[config.mk]
export PLATFORM = sky130hd
export DESIGN_NAME = pon_scrambler_param
export DESIGN_NICKNAME = d
export VERILOG_FILES = /design/src/rtl/pon_scrambler_pkg.sv /design/src/rtl/lfsr_step_unrolled.sv /design/src/rtl/pon_scrambler_param.sv
export SDC_FILE = /design/constraint.sdc
export NUM_CORES = 1
export LEC_CHECK = 0
export ABC_CLOCK_PERIOD_IN_PS = 1700
export BUFFER_PORTS_ARGS = -buffer_cell sky130_fd_sc_hd__buf_4
export CORE_MARGIN = 2
export CORE_UTILIZATION = 50
export CTS_CLUSTER_DIAMETER = 200
export CTS_CLUSTER_SIZE = 14
export DETAILED_ROUTE_END_ITERATION = 12
export GPL_ROUTABILITY_DRIVEN = 0
export PLACE_DENSITY = 0.83
export SLEW_MARGIN = 10
export SYNTH_ARGS = -nofsm -noshare
export SYNTH_HDL_FRONTEND = slang
export SYNTH_SLANG_ARGS = --single-unit
[constraint.sdc]
create_clock -name clk -period 1.7 [get_ports clk]
set_input_delay 0.255 -clock clk [delete_from_list [all_inputs] [get_ports clk]]
set_output_delay 0.255 -clock clk [all_outputs]
set_load 0.02 [all_outputs]
[src/rtl/pon_scrambler_pkg.sv]
`default_nettype none
// ============================================================================
//  Module      : pon_scrambler_pkg
//  Description : Shared constants for the PON scrambler: mode encodings,
//                default feedback polynomial and default seed.
//  Revision    : 1.0 - initial release
// ============================================================================
package pon_scrambler_pkg;

    // Scrambler operating modes
    localparam int unsigned MODE_ADDITIVE   = 0;  // frame-synchronous additive
    localparam int unsigned MODE_SS_SCRAM   = 1;  // self-synchronising scrambler
    localparam int unsigned MODE_SS_DESCRAM = 2;  // self-synchronising descrambler

    // x^16 + x^8 + 1 : taps on state bits 15 and 7
    localparam logic [15:0] C_DEFAULT_POLY = 16'h8080;
    localparam logic [15:0] C_DEFAULT_SEED = 16'hDEAD;

    // True when the mode value names one of the supported modes
    function automatic bit mode_is_legal(input int unsigned mode);
        return (mode == MODE_ADDITIVE) || (mode == MODE_SS_SCRAM) ||
               (mode == MODE_SS_DESCRAM);
    endfunction

endpackage : pon_scrambler_pkg
`default_nettype wire

[src/rtl/lfsr_step_unrolled.sv]
`default_nettype none
// ============================================================================
//  Module      : lfsr_step_unrolled
//  Description : Purely combinational DATA_W-step LFSR scrambler core. Bit 0
//                of the word is processed first; every step XORs the data bit
//                with the feedback bit and shifts one bit into the state.
//  Revision    : 1.0 - initial release
// ============================================================================
module lfsr_step_unrolled
    import pon_scrambler_pkg::*;
#(
    parameter int unsigned LFSR_W = 16,
    parameter logic [LFSR_W-1:0] POLY = LFSR_W'(C_DEFAULT_POLY),
    parameter int unsigned DATA_W = 32,
    parameter int unsigned MODE   = MODE_ADDITIVE
) (
    input  logic [LFSR_W-1:0] i_state,
    input  logic [DATA_W-1:0] i_data,
    output logic [LFSR_W-1:0] o_state,
    output logic [DATA_W-1:0] o_data
);

    logic [LFSR_W-1:0] w_st;
    logic [DATA_W-1:0] w_out;
    logic              w_fb;
    logic              w_shift_bit;

    // Unrolled serial walk: one feedback/shift per data bit, LSB first
    always_comb begin
        w_st        = i_state;
        w_out       = '0;
        w_fb        = 1'b0;
        w_shift_bit = 1'b0;
        for (int i = 0; i < int'(DATA_W); i++) begin
            w_fb     = ^(w_st & POLY);
            w_out[i] = i_data[i] ^ w_fb;
            // Additive mode feeds back the LFSR itself; self-sync modes feed
            // back the scrambled line bit (output when scrambling, input when
            // descrambling) so both ends converge on the same state.
            case (MODE)
                MODE_SS_SCRAM:   w_shift_bit = w_out[i];
                MODE_SS_DESCRAM: w_shift_bit = i_data[i];
                default:         w_shift_bit = w_fb;
            endcase
            w_st = {w_st[LFSR_W-2:0], w_shift_bit};
        end
    end

    assign o_state = w_st;
    assign o_data  = w_out;

endmodule : lfsr_step_unrolled
`default_nettype wire

[src/rtl/pon_scrambler_param.sv]
`default_nettype none
// ============================================================================
//  Module      : pon_scrambler_param
//  Description : Parameterised PON word scrambler/descrambler with a single
//                output register, valid/ready flow control, per-word bypass
//                and start-of-frame reseeding in additive mode.
//  Revision    : 1.0 - initial release
// ============================================================================
module pon_scrambler_param
    import pon_scrambler_pkg::*;
#(
    parameter int unsigned DATA_W = 32,
    parameter int unsigned LFSR_W = 16,
    parameter logic [LFSR_W-1:0] POLY = LFSR_W'(C_DEFAULT_POLY),
    parameter logic [LFSR_W-1:0] SEED = LFSR_W'(C_DEFAULT_SEED),
    parameter int unsigned MODE   = MODE_ADDITIVE
) (
    input  logic              clk,
    input  logic              rst,
    input  logic [DATA_W-1:0] s_data,
    input  logic              s_valid,
    input  logic              s_sof,
    output logic              s_ready,
    input  logic              cfg_bypass,
    output logic [DATA_W-1:0] m_data,
    output logic              m_valid,
    output logic              m_sof,
    input  logic              m_ready
);

    // Reject unsupported configurations at elaboration
    if (!mode_is_legal(MODE)) begin : g_bad_mode
        $error("pon_scrambler_param: illegal MODE %0d", MODE);
    end
    if ((LFSR_W < 2) || (LFSR_W > 64)) begin : g_bad_lfsr_w
        $error("pon_scrambler_param: LFSR_W %0d outside 2..64", LFSR_W);
    end
    if ((DATA_W < 1) || (DATA_W > 256)) begin : g_bad_data_w
        $error("pon_scrambler_param: DATA_W %0d outside 1..256", DATA_W);
    end

    logic [LFSR_W-1:0] r_state;
    logic [DATA_W-1:0] r_m_data;
    logic              r_m_valid;
    logic              r_m_sof;

    logic              w_accept;
    logic              w_reseed;
    logic [LFSR_W-1:0] w_base_state;
    logic [LFSR_W-1:0] w_step_state;
    logic [DATA_W-1:0] w_step_data;

    // Single output register: free when empty or being drained this cycle
    assign s_ready  = !r_m_valid || m_ready;
    assign w_accept = s_valid && s_ready;

    // Only the additive mode is frame-synchronous; self-sync modes just
    // forward sof. Reseed applies even to a bypassed word.
    assign w_reseed     = s_sof && (MODE == MODE_ADDITIVE);
    assign w_base_state = w_reseed ? SEED : r_state;

    lfsr_step_unrolled #(
        .LFSR_W (LFSR_W),
        .POLY   (POLY),
        .DATA_W (DATA_W),
        .MODE   (MODE)
    ) u_step (
        .i_state (w_base_state),
        .i_data  (s_data),
        .o_state (w_step_state),
        .o_data  (w_step_data)
    );

    // LFSR state and output register advance only on an accepted word
    always_ff @(posedge clk or posedge rst) begin
        if (rst) begin
            r_state   <= SEED;
            r_m_data  <= '0;
            r_m_valid <= 1'b0;
            r_m_sof   <= 1'b0;
        end else if (w_accept) begin
            r_state   <= cfg_bypass ? w_base_state : w_step_state;
            r_m_data  <= cfg_bypass ? s_data : w_step_data;
            r_m_valid <= 1'b1;
            r_m_sof   <= s_sof;
        end else if (m_ready) begin
            r_m_valid <= 1'b0;
        end
    end

    assign m_data  = r_m_data;
    assign m_valid = r_m_valid;
    assign m_sof   = r_m_sof;

endmodule : pon_scrambler_param
`default_nettype wire
* Word-level counts from Yosys, hierarchy flattened
Index checks and enable logic that the tools add are counted.
Storage, ports and cells: logic and storage cells 77, output and inout bits 35, register bits 50
Operators by class: bitwise logic cells 32, multiplexer cells 5, reductions and logical operators 36
Operators with widths (count):
- 16-bit parity | 32
- 16-bit two-way mux | 2
- 32-bit two-way mux | 1
- 1-bit bitwise XOR | 32
- 1-bit two-way mux | 2
- 2-bit nonzero test | 1
- 1-bit logical AND | 1
- 1-bit logical NOT | 1
- 1-bit logical OR | 1

* Logic depth before layout (Yosys ltp)
depth after elaboration 7, depth in mapped cells 6

* Cells and area by module
From an unflattened synthesis, not the netlist that was laid out.
Unflattened totals: cell total of the unflattened synthesis 265, area, all modules 3055.4 µm²
By module, submodules not included:
- pon_scrambler_param | area each 2387.3 µm², cells each 208, instances 1, sequential area each 1265.0 µm²
- lfsr_step_unrolled | area each 668.1 µm², cells each 57, instances 1, sequential area each 0.0 µm²

* Least setup slack after synthesis
OpenSTA, ideal clock, no wires.
path type register to register, start register r_m_valid (netlist: m_valid), end register r_state[12], slack 393 ps, data arrival time 1211 ps, setup time 96 ps, required time 1604 ps, stages on the path, launching flop included 7, clock period less this slack 1307 ps, path through dfrtp_1 -> nand2b_4 -> nand2_1 -> buf_4 -> buf_2 -> nor2_1 -> a22oi_1
On the way: cells in the longest elaborated chain, start to end 3
Ends and longest elaborated chain:
- start: declaration | RTL line pon_scrambler_param.sv:44 | logic r_m_valid;
- start signal: assignment | RTL line pon_scrambler_param.sv:79 | r_m_valid <= 1'b0;
- start signal: assignment | RTL line pon_scrambler_param.sv:84 | r_m_valid <= 1'b1;
- start signal: assignment | RTL line pon_scrambler_param.sv:87 | r_m_valid <= 1'b0;
- 1-bit logical NOT | RTL line pon_scrambler_param.sv:54 | assign s_ready = !r_m_valid || m_ready;
- 1-bit logical OR | RTL line pon_scrambler_param.sv:54
- named net s_ready | RTL line pon_scrambler_param.sv:23 | output logic s_ready,
- 1-bit logical AND | RTL line pon_scrambler_param.sv:55 | assign w_accept = s_valid && s_ready;
- end signal: assignment | RTL line pon_scrambler_param.sv:82 | r_state <= cfg_bypass ? w_base_state : w_step_state;
- end: declaration | RTL line pon_scrambler_param.sv:42 | logic [LFSR_W-1:0] r_state;
The timed path passes the listed nets, and every way through them passes these cells. A chain may end at the register's enable or synchronous reset.

* Worst setup path after layout
start register r_m_valid (netlist: m_valid), end register r_state[9]
On the way: cells in the longest elaborated chain, start to end 3
Ends and longest elaborated chain (RTL line):
- 1-bit logical NOT | pon_scrambler_param.sv:54
- 1-bit logical OR | pon_scrambler_param.sv:54
- 1-bit logical AND | pon_scrambler_param.sv:55
Every way passes these cells.

==> results.md <==
* Status: finished clean
* Busiest layer in global routing: met2
* Power share of the sequential group at 46.8%
* CP Launch Type: flip-flop
* CP required at 1.92 ns
* Share of the synthesized area in the top cell type at 39.2%
* Syn Inst Count at 260
* Met1 Use GR at 26.0%
* Mapped Area at 0.00249 mm^2
* Slowest cell on crit path: dfrtp_1
* Seq cells post-synth at 50
* Crit Path Category: reg2reg
* Final Skew at 0.00687 ns
* Internal Power at 2470 uW
* Syn. warnings at 0
* Switch Pwr at 1310 uW
* Main synth FF type: dfrtp_1
* RSZ-0062 raised after global routing: false
* Top-count cell post-synth: nand2_1
* Hold Path Class: in2reg
* Gr ovfl total at 0
* Buf/Inv on CP at 0
* IO Pins at 73
* DR iter-0 viols at 132
* Post_cts resized at 0
* Post-route ant nets at 0
* FILL cells at 412
* Design Area, Final at 0.00318 mm^2
* Placed Area at 0.00308 mm^2
* PortBufs at 72
* Layout Nets at 368
* EDFF count, synth at 0
* DRT Pass-1 Iters at 4
* Grt met3 use at 3.79%
* CP Cell Sequence: nand2b_4 -> and2_1 -> o21ai_0 -> a22oi_1
* Clock Path Buffers at 2
* Syn_nets at 298
* CTS Sinks at 50
* Full die area at 0.00555 mm^2
* VDD IR-drop max at 0.610 mV
* FF-to-FF Start: m_valid
* Worst-Margin Slew at 0.468 ns
* Routing usage on met2 at 36.1%
* Sequential fraction of the synthesis area at 50.9%
* Final critical-path required period at 1.48 ns
* Fraction of layout cells with a size suffix above 1 at 31.4%
* Clock latency on the worst-skew pair at 0.30 ns
* CP Data Arrival Time at 1.70 ns
* Vias in the first global route at 1985
* Clock power frac at 18.8%
* Critical path's largest stage delay at 0.42 ns
* WL/cell at 13.6 um
* Clock root buffer master: clkbuf_8
* Worst slew margin at 68.5%
* Cell variety after synth at 26
* Highest clock rate at 674 MHz
* Site Rows at 25
* GRT Total Usage at 20.7%
* Vias per std cell at 5.16
* Area Overhead vs Synth at 27.8%
* Max_cap viols at 0
* P per Cell Area at 1190 mW/mm^2
* Largest net degree at the start of global routing at 27
* Final HPWL DP at 4120 um
* Crit path max-delay family: compound AO/OA/AOI/OAI gates
* Endpoints failing setup at 0
* HP Start: s_valid
* Synth area leader: dfrtp_1
* First-pass GRT wire length at 8870 um
* Final hold vios at 0
* Die height at 74.5 um
* Top post-synthesis cells by area: dfrtp_1 39%, dfstp_2 12%, xnor2_1 7.7%
* Clock-pin slew on the worst setup and hold paths at 0.09 ns
* Total CTS buffers at 5
* Setup TNS at 0 ns
* Period utilization at 87.3%
* Initial Util at 52.3%
* Final Max Tran Viols at 0
* Combinational Power Share at 34.4%
* N_diodes at 0
* Vias at 2052
* H-Tree Depth at 2
* FFs w/ async S/R, synth at 100%
* Sw frac at 34.7%
* CTS tree: done
* CP endpoint kind: flip-flop
* P_leak at 0.00145 uW
* Core box area at 0.00475 mm^2
* Die width at 74.5 um
* Crit path max fanout at 12
* DRC Markers at 0
* Initial antenna violation count at 0
* Detailed Route WL at 5400 um
* Crit path launch: m_valid
* Synth top cells by count: 46 x nand2_1, 39 x dfrtp_1, 23 x o21ai_0
* Syn avg cell area at 9.57 um^2
[layout make-up]
cell class                      count  area (um^2)  area share (%)
Clock buffer                        7         86.3            2.72
Clock inverter                      1         5.00           0.157
Inverter                            8         30.0           0.945
Multi-Input combinational cell    187         1120            35.2
Sequential cell                    50         1260            39.8
Tap cell                           67         83.8            2.64
Timing Repair Buffer               78          588            18.5
[sequential cells by signal (all words and copies together) (netlist names)]
signal and flops:
m_data 32, m_sof 1, m_valid 1, r_state 16
[cell families after synthesis]
group	count (synthesis)	share of synthesized area (%)
XOR/XNOR	40	14.1
buffers and inverters	23	4.23
AO/OA/AOI/OAI	81	20.0
AND/OR/NAND/NOR	66	10.9
flip-flops	50	50.9
[power groups by stage]
stage          Clock, uW  Sequential, uW  Combinational (uW)
2_1_floorplan          0            1940                 652
3_3_place_gp           0            1780                1280
6_report             710            1770                1300
5_1_grt              755            1810                1440
4_1_cts              726            1770                1310
3_5_place_dp           0            1790                1310
[layer usage]
metal	up-vias	share of wire, %
li1	1018	-
met1	961	43
met2	64	49
met3	9	5.8
met4	0	1.4
met5	-	0
[timing repair]
item,4_1_cts,5_1_grt
hold buffers,1,0
endpoints found under the hold margin,9,0
buffers inserted,0,0
[worst paths after layout]
path	end	slack, ns	depth (start not counted)
setup reg to reg	r_state[9]	0.22	4
hold reg to reg	m_data[19]	0.49	2
min in group asynchronous	m_valid	0.50	3
max in group asynchronous	m_data[31]	0.60	4
setup / recovery	r_state[9]	0.22	4
hold / removal	m_valid	0.16	2
[metrics by stage]
step                      hold WS (ns)  power, uW  std cells  worst slack (ns)  util [%]
after floorplan                  0.363       2590        260             0.262         -
after global placement           0.267       3060        389             0.252      64.7
after detailed placement         0.269       3100        389             0.242      64.7
after CTS                        0.158       3810        398             0.220      66.8
after global routing             0.174       4000        398             0.109      66.8
final                            0.161       3780        398             0.216      66.8
[layout by cell type (no fill, tap or decap), drive strengths merged, types with 8 or more instances in the layout]
master	count
a21oi	18
nand2	46
buf	77
dfrtp	39
nor2	15
o21ai	38
inv	8
xnor2	22
xor2	18
dfstp	11
a2bb2oi	9
Note: power is estimated with default switching activity, not from simulation.
